--- src/rtl/pipe_skid_reg.sv ---
// pipe_skid_reg
//   Two-entry pipeline stage register made of a main register and a skid register.
//   Every output comes directly from a flop. As a result, in_ready depends only on
//   the stage's own state and never on out_ready. When the stage holds no valid
//   payload, out_data carries the bubble payload NOP_VAL.
//
// Parameters
//   DATA_W   payload width
//   NOP_VAL  bubble payload presented while out_valid is low
//   CNT_W    width of the backpressure stall counter
//
// Ports
//   clk        rising-edge clock
//   reset      synchronous, active-high reset
//   flush      squash every held entry; this cycle's in_data is dropped
//   in_valid   upstream presents in_data
//   in_ready   stage can accept this cycle (low only when both entries are full)
//   in_data    upstream payload
//   out_valid  main entry is valid
//   out_ready  downstream consumes this cycle
//   out_data   main payload (NOP_VAL when out_valid is low)
//   occ        number of entries held (0..2)
//   stall_cnt  saturating count of cycles with out_valid high and out_ready low
module pipe_skid_reg #(
  parameter int                 DATA_W  = 136,
  parameter logic [DATA_W-1:0]  NOP_VAL = '0,
  parameter int                 CNT_W   = 16
) (
  input  logic              clk,
  input  logic              reset,
  input  logic              flush,
  input  logic              in_valid,
  output logic              in_ready,
  input  logic [DATA_W-1:0] in_data,
  output logic              out_valid,
  input  logic              out_ready,
  output logic [DATA_W-1:0] out_data,
  output logic [1:0]        occ,
  output logic [CNT_W-1:0]  stall_cnt
);

  typedef enum logic [1:0] {
    EMPTY = 2'd0,
    ONE   = 2'd1,
    TWO   = 2'd2
  } state_t;

  state_t              state_reg, state_next;
  logic [DATA_W-1:0]   main_reg, main_next;
  logic [DATA_W-1:0]   skid_reg, skid_next;
  logic [CNT_W-1:0]    stall_cnt_reg, stall_cnt_next;
  logic                out_valid_reg, out_valid_next;
  logic                in_ready_reg, in_ready_next;
  logic [1:0]          occ_reg, occ_next;
  logic                do_accept;
  logic                do_release;

  // Handshake and next-state logic. The status flags out_valid, in_ready and occ
  // are computed from state_next here and then registered below. This keeps every
  // output a plain flop output.
  always_comb begin
    state_next     = state_reg;
    main_next      = main_reg;
    skid_next      = skid_reg;
    stall_cnt_next = stall_cnt_reg;
    do_accept      = in_valid & in_ready_reg;
    do_release     = out_valid_reg & out_ready;

    if (flush) begin
      // A release in this cycle has already been taken by downstream.
      // A pending accept is dropped.
      state_next = EMPTY;
      main_next  = NOP_VAL;
      skid_next  = NOP_VAL;
    end else begin
      case (state_reg)
        EMPTY: begin
          if (do_accept) begin
            state_next = ONE;
            main_next  = in_data;
          end
        end
        ONE: begin
          if (do_accept && do_release) begin
            main_next = in_data;
          end else if (do_accept) begin
            state_next = TWO;
            skid_next  = in_data;
          end else if (do_release) begin
            state_next = EMPTY;
            main_next  = NOP_VAL;
          end
        end
        TWO: begin
          // in_ready is low here, so the only possible event is a release.
          if (do_release) begin
            state_next = ONE;
            main_next  = skid_reg;
            skid_next  = NOP_VAL;
          end
        end
        default: begin
          state_next = EMPTY;
          main_next  = NOP_VAL;
          skid_next  = NOP_VAL;
        end
      endcase
    end

    // The stall counter counts observed backpressure. A flush does not clear it.
    if (out_valid_reg && !out_ready && (stall_cnt_reg != {CNT_W{1'b1}})) begin
      stall_cnt_next = stall_cnt_reg + CNT_W'(1);
    end

    out_valid_next = (state_next != EMPTY);
    in_ready_next  = (state_next != TWO);
    occ_next       = (state_next == TWO) ? 2'd2 :
                     (state_next == ONE) ? 2'd1 : 2'd0;
  end

  always_ff @(posedge clk) begin
    if (reset) begin
      state_reg     <= EMPTY;
      main_reg      <= NOP_VAL;
      skid_reg      <= '0;
      stall_cnt_reg <= '0;
      out_valid_reg <= 1'b0;
      in_ready_reg  <= 1'b1;
      occ_reg       <= 2'd0;
    end else begin
      state_reg     <= state_next;
      main_reg      <= main_next;
      skid_reg      <= skid_next;
      stall_cnt_reg <= stall_cnt_next;
      out_valid_reg <= out_valid_next;
      in_ready_reg  <= in_ready_next;
      occ_reg       <= occ_next;
    end
  end

  assign out_valid = out_valid_reg;
  assign out_data  = main_reg;
  assign in_ready  = in_ready_reg;
  assign occ       = occ_reg;
  assign stall_cnt = stall_cnt_reg;

endmodule
--- config.mk ---
export PLATFORM = sky130hd
export DESIGN_NAME = pipe_skid_reg
export DESIGN_NICKNAME = d
export VERILOG_FILES = /design/src/rtl/pipe_skid_reg.sv
export SDC_FILE = /design/constraint.sdc
export NUM_CORES = 1
export LEC_CHECK = 0
export BUFFER_PORTS_ARGS = -buffer_cell sky130_fd_sc_hd__buf_2
export CORE_MARGIN = 2
export CORE_UTILIZATION = 45
export CTS_CLUSTER_SIZE = 10
export DETAILED_ROUTE_END_ITERATION = 7
export GPL_TIMING_DRIVEN = 0
export PLACE_DENSITY_LB_ADDON = 0.08
export REMOVE_ABC_BUFFERS = 1
export SETUP_SLACK_MARGIN = 0.5
export SYNTH_ARGS = -nofsm -noshare
export SYNTH_HDL_FRONTEND = slang
export SYNTH_SLANG_ARGS = --single-unit
--- constraint.sdc ---
create_clock -name clk -period 1.7 [get_ports clk]
set_input_delay 0.255 -clock clk [delete_from_list [all_inputs] [get_ports clk]]
set_output_delay 0.255 -clock clk [all_outputs]
set_load 0.01 [all_outputs]
==> results of run 1 <==
[worst reg2reg max path: stages, from the launching register on]
cell and delay [ps]:
dfxtp_4 400, and3b_4 220, buf_16 130, a2111oi_4 290
a41o_4 260, buf_12 170, clkbuf_16 170, o2bb2ai_1 130
[routing by layer]
layer / part of all wire / GRT usage / vias to the layer above
met5: 0.00091 / 0 / -
met3: 0.13 / 0.09392 / 258
li1: - / - / 5680
met2: 0.44 / 0.5304 / 1087
met1: 0.38 / 0.4650 / 6654
met4: 0.056 / 0.1415 / 8
[what timing repair did]
action                     CTS  global route
gates cloned                35            45
setup buffers               56            42
setup endpoints to repair  448           449
gates resized for setup    163           405
pin swaps                   55           190
[worst max-delay path by stage]
stage	from	end	slack [ps]	cells past startpoint
after global placement	reset	out_data[96]	-12330	5
final	in_ready	out_data[128]	-170	7
after detailed placement	reset	out_data[26]	-1280	7
after global routing	state_reg[1]	out_data[128]	-200	7
after CTS	state_reg[1]	out_data[36]	-160	8
after floorplan	reset	out_data[0]	-5110	4
[stage by stage]
step | worst slack, ps | setup TNS [ps] | hold slack [ps]
final | -169.3 | -18120 | 29.03
after global routing | -198.8 | -23730 | 32.78
after CTS | -160.9 | -12390 | 16.78
after detailed placement | -1277 | -212710 | 440.9
after global placement | -12330 | -2958200 | 438.6
after floorplan | -5114 | -1168840 | 324.1
[kinds of logic (layout without fill, tap and decap cells)]
logic type               count (synthesis)  in the layout  share of synthesized area
XOR/XNOR                                 1              1                  0.0007529
AND/OR/NAND/NOR                        200            205                     0.1058
multiplexers                             2              2                   0.001828
AO/OA/AOI/OAI                          582            588                     0.3306
flip-flops                             294            294                     0.5059
adder cells (fa/ha/maj)                  1              1                   0.001075
buffers and inverters                  155            533                    0.05409
other                                    0             12                          0
[power groups by stage]
stage / combinational, mW / clock [mW] / sequential (mW)
after CTS: 2.13 / 6.65 / 7.12
final: 2.93 / 6.70 / 7.13
after global placement: 1.28 / 0 / 7.33
after detailed placement: 1.42 / 0 / 7.30
after global routing: 2.99 / 6.96 / 7.14
after floorplan: 0.570 / 0 / 7.36
[synth_stat cells, types with 5 or more instances]
master       n
a21oi_1    146
clkbuf_1   120
a22oi_1    135
inv_1        5
o21ai_0    140
buf_4        6
a31oi_1      5
nand2_1     13
nand4_1    137
buf_2       20
nor2b_1      5
dfxtp_1    294
nor2_1       9
o2bb2ai_1  136
[area by class of cell]
type / instances / area [um^2]
inverter: 5 / 45.04
multi-input combinational: 797 / 6295
fill: 1603 / 6208
clock buffer: 41 / 940.9
clock inverter: 1 / 5.005
tap: 330 / 412.9
timing repair inverter: 2 / 22.52
sequential: 294 / 6001
timing repair buffer: 484 / 5294
antenna: 12 / 30.03
[cell usage in the layout (no fill, tap or decap), drive strengths merged, types with 6 or more instances in the layout]
cell type,Yosys,final
a21oi,146,146
a22oi,135,135
a31oi,5,7
a41o,3,7
buf,30,446
clkbuf,120,76
dfxtp,294,294
diode,0,12
inv,5,6
nand2,13,15
nand4,137,137
nor2,12,14
o21ai,140,140
o2bb2ai,136,136
==> results.md, run 1 <==
* TritonRoute pass-1 iters at 6
* Clock power frac at 0.400
* Slew @ Worst Pin at 729.0 ps
* Reg-to-reg startpoint: in_ready
* Crit Path Category: flip-flop to flip-flop
* Min-Delay Path Depth at 3
* Setup crit end kind: flip-flop
* Mean Syn Cell Area at 9.421 um^2
* Clk slew on worst S/H paths at 60 ps
* Remaining antenna violation count after routing at 0
* Drc violations at 0
* Yosys top cell by area: dfxtp_1
* Delay-heaviest family, CP: compound AO/OA/AOI/OAI gates
* First-pass GRT wire length at 72190 um
* Comb power frac at 0.175
* NetSw at 4.581 mW
* Status: finished with violations
* Ys async rst share at 0
* Top Ports at 297
* Hold path startpoint: in_data[99]
* CTS buffer count at 35
* Pin count of the biggest net entering global routing at 81
* Hold-fix buffers, CTS at 0
* Part of the power in registers at 0.425
* Bufs on Longest Clock Path at 3
* Final setup fails at 187
* DIE WIDTH at 164.8 um
* CP max stage delay at 400 ps
* Final instance area at 19050 um^2
* Total power at 16.77 mW
* Slew Limit Fails at 0
* Crit path buffers/inverters at 3
* DR iter-0 viols at 1823
* Post-synth top area share at 0.5059
* Post-synthesis cell count at 1235
* Wire length per cell at 30.24 um
* Initial Util at 0.4607
* GRT overflow at 0
* Synth unique cells at 55
* WL final at 59460 um
* Endpoint, Worst Hold: skid_reg[99]
* Placed Cells at 1734
* Req. time, crit path at 2120 ps
* YS warnings at 0
* TritonCTS clock tree: yes
* Post-DP Area at 13530 um^2
* Worst VDD drop at 915.0 uV
* Max cap viols at 0
* Net count, final at 1761
* Post-Syn Area at 11630 um^2
* Hold Crit Class: primary input to flip-flop
* Final worst slack at -169.3 ps
* Clock Latency Late Sink at 520 ps
* Pleak at 7.216 nW
* Reg2Reg Depth at 7
* RSZ-0062 raised after global routing: yes
* Final core occ at 0.7542
* Root Driver: clkbuf_16
* Post-DP HPWL at 21530 um
* Area grow syn2layout at 63.70%
* Via Count at 13690
* Die area at 27160 um^2
* Die Ht at 164.8 um
* Final Instance Count excl. Fillers at 1966
* FF-to-FF End: out_data[128]
* Core Region at 25250 um^2
* Critical path cell sequence: and3b_4 > buf_16 > a2111oi_4 > a41o_4 > buf_12 > clkbuf_16 > o2bb2ai_1
* GPL Wtd Cong at 0.7571
* Int Pwr at 12.19 mW
* Vias in the first global route at 11860
* Power density cells at 880.4 nW/um^2
* Port Buffers at 296
* Sw frac at 0.2732
* Vias per cell at 6.962
* CP max FO at 9
* Largest cells by area after synthesis: dfxtp_1 51%, o2bb2ai_1 10%, a22oi_1 8.7%
* WP data arrival at 2290 ps
* CP startpoint kind: flip-flop
* Min cycle time layout at 1869 ps
* Failing checks: setup timing
* CTS sink count at 294
* FF+latch count, synth at 294
* Crit-path slowest cell: dfxtp_4
* Primary FF master, synth: dfxtp_1
* Max Freq at 0.5350 GHz
* Share of layout cells above drive strength 1 at 0.4840
* Post-synth EDFFs at 0
* Period Utilization, post-route at 1.100
* Slew HR at 0.5128
* Final hold viol count at 0
* Final Skew at 22.52 ps
* # rows at 58
* Initial antenna violation count at 17
* H-tree lvl count at 2
* Sequential share of the synthesized area at 0.5059
* GR Util All Layers at 0.3471
* R2R setup slack at -170 ps
Power figures use the tool's default switching activity.
==> run 2: changes to the inputs <==
Settings changed: SETUP_SLACK_MARGIN 0.5 to 0.05.
==> run 2 against run 1 <==
  * The flow still finishes with violations (setup timing)
  * Worst hold slack better by 2.9 ps
  * Power down 5.7%
  * Cell area down 13%
  * Global-route usage down 1.6 points
  * Non-clock buffer count down 78
  * Critical path depth unchanged
  * Critical path type unchanged
  * Critical endpoint is now out_data[50]
  * Largest power group unchanged
==> results.md, run 2 (same netlist as run 1, synthesis figures left out) <==
* CTS buffer count at 35
* Hold-fix buffers, CTS at 0
* Root Driver: clkbuf_16
* Clock power frac at 0.417
* Pin count of the biggest net entering global routing at 81
* Max Freq at 0.5357 GHz
* Remaining antenna violation count after routing at 0
* Initial antenna violation count at 12
* First-pass GRT wire length at 69100 um
* Wire length per cell at 25.91 um
* Failing checks: setup timing
* Drc violations at 0
* Die Ht at 164.8 um
* Final instance area at 16520 um^2
* CP startpoint kind: flip-flop
* Dpl ws at -1277 ps
* CP max FO at 10
* Share of layout cells above drive strength 1 at 0.3457
* TritonCTS clock tree: yes
* Placed Cells at 1734
* Post-DP HPWL at 21530 um
* Top Ports at 297
* Power density cells at 956.7 nW/um^2
* Hold Crit Class: primary input to flip-flop
* Period Utilization, post-route at 1.098
* Area grow syn2layout at 41.99%
* Crit Path Category: flip-flop to flip-flop
* Pleak at 6.316 nW
* Sw frac at 0.2568
* Comb power frac at 0.132
* Slew Limit Fails at 0
* Bufs on Longest Clock Path at 3
* CTS sink count at 294
* Worst VDD drop at 773.2 uV
* Vias per cell at 6.572
* Final worst slack at -166.7 ps
* Sequential standard cell area at 5922 um^2
* Total power at 15.81 mW
* Status: finished with violations
* Vias in the first global route at 11600
* Setup crit end kind: flip-flop
* Slew @ Worst Pin at 623.1 ps
* NetSw at 4.059 mW
* Final hold viol count at 0
* Int Pwr at 11.75 mW
* Net count, final at 1679
* Final Instance Count excl. Fillers at 1883
* DR iter-0 viols at 1242
* Via Count at 12380
* GRT overflow at 0
* Fillers at 2050
* # rows at 58
* Max cap viols at 0
* Worst hold slack at 31.95 ps
* Clock Latency Late Sink at 500 ps
* Core Region at 25250 um^2
* Final Skew at 10.92 ps
* Slew HR at 0.5846
* TritonRoute pass-1 iters at 7
* WL final at 48800 um
* Commonest cells after routing, fill and taps aside: 296 x buf_2, 281 x dfxtp_1, 145 x a21oi_1
* Clk slew on worst S/H paths at 60 ps
* Req. time, crit path at 2120 ps
* RSZ-0062 raised after global routing: yes
* GR Util All Layers at 0.3306
* Die area at 27160 um^2
* Min cycle time layout at 1867 ps
* DIE WIDTH at 164.8 um
* Commonest non-fill, non-tap cell in the layout: buf_2
* Initial Util at 0.4607
* Final setup fails at 137
* GPL Wtd Cong at 0.7571
* Post-DP Area at 13530 um^2
* WP data arrival at 2280 ps
* Area of the multi-input gates at 5655 um^2
* H-tree lvl count at 2
* Port Buffers at 296
* Part of the power in registers at 0.451
-- run 2: cell type report --
type,instances,share of cell area
Multi-Input combinational cell,795,0.3423
Clock inverter,1,0.0003029
Clock buffer,41,0.05695
Timing Repair Buffer,406,0.2137
Antenna cell,11,0.001666
Sequential cell,294,0.3585
Inverter,5,0.001590
Tap cell,330,0.02499
-- run 2: power groups by stage --
stage	registers, mW	logic, mW	clock network, mW
2_1_floorplan	7.36	0.570	0
4_1_cts	7.12	1.89	6.65
3_5_place_dp	7.30	1.42	0
6_report	7.13	2.09	6.59
5_1_grt	7.14	2.18	6.92
3_3_place_gp	7.33	1.28	0
-- run 2: path summary, 6_finish.rpt --
kind            startpoint             to  slack [ps]  cells after the start
max           state_reg[1]   out_data[50]        -170                      7
min reg2reg  out_data[106]  out_data[106]         450                      1
max reg2reg   state_reg[1]   out_data[50]        -170                      7
min           in_data[122]  skid_reg[122]          30                      3
-- run 2: worst max-delay path, cell delays in order, from the launching register on --
cell and delay, ps:
dfxtp_4 400, and3b_4 240, clkbuf_16 150, a2111oi_4 270
a41o_4 250, buf_12 170, buf_16 170, o2bb2ai_1 120
-- run 2: layer usage --
metal  up-vias  wire length, um  track usage
met4         6             1414       0.1277
met2       696            22380       0.5143
met1      6104            20070       0.4388
met3       110             4887      0.08865
li1       5460                -            -
met5         -               41            0
-- run 2: timing repair --
| item | in CTS | in global routing |
|---|---|---|
| gates cloned | 27 | 13 |
| pin swaps | 13 | 15 |
| setup endpoints to repair | 278 | 250 |
| resized for setup | 76 | 47 |
| buffers inserted | 44 | 13 |
-- run 2: metrics by stage --
stage | util | TNS [ps]
2_1_floorplan | - | -1168840
3_3_place_gp | 0.5115 | -2958200
3_5_place_dp | 0.5357 | -212710
4_1_cts | 0.6282 | -12450
5_1_grt | 0.6536 | -22670
6_report | 0.6542 | -16490
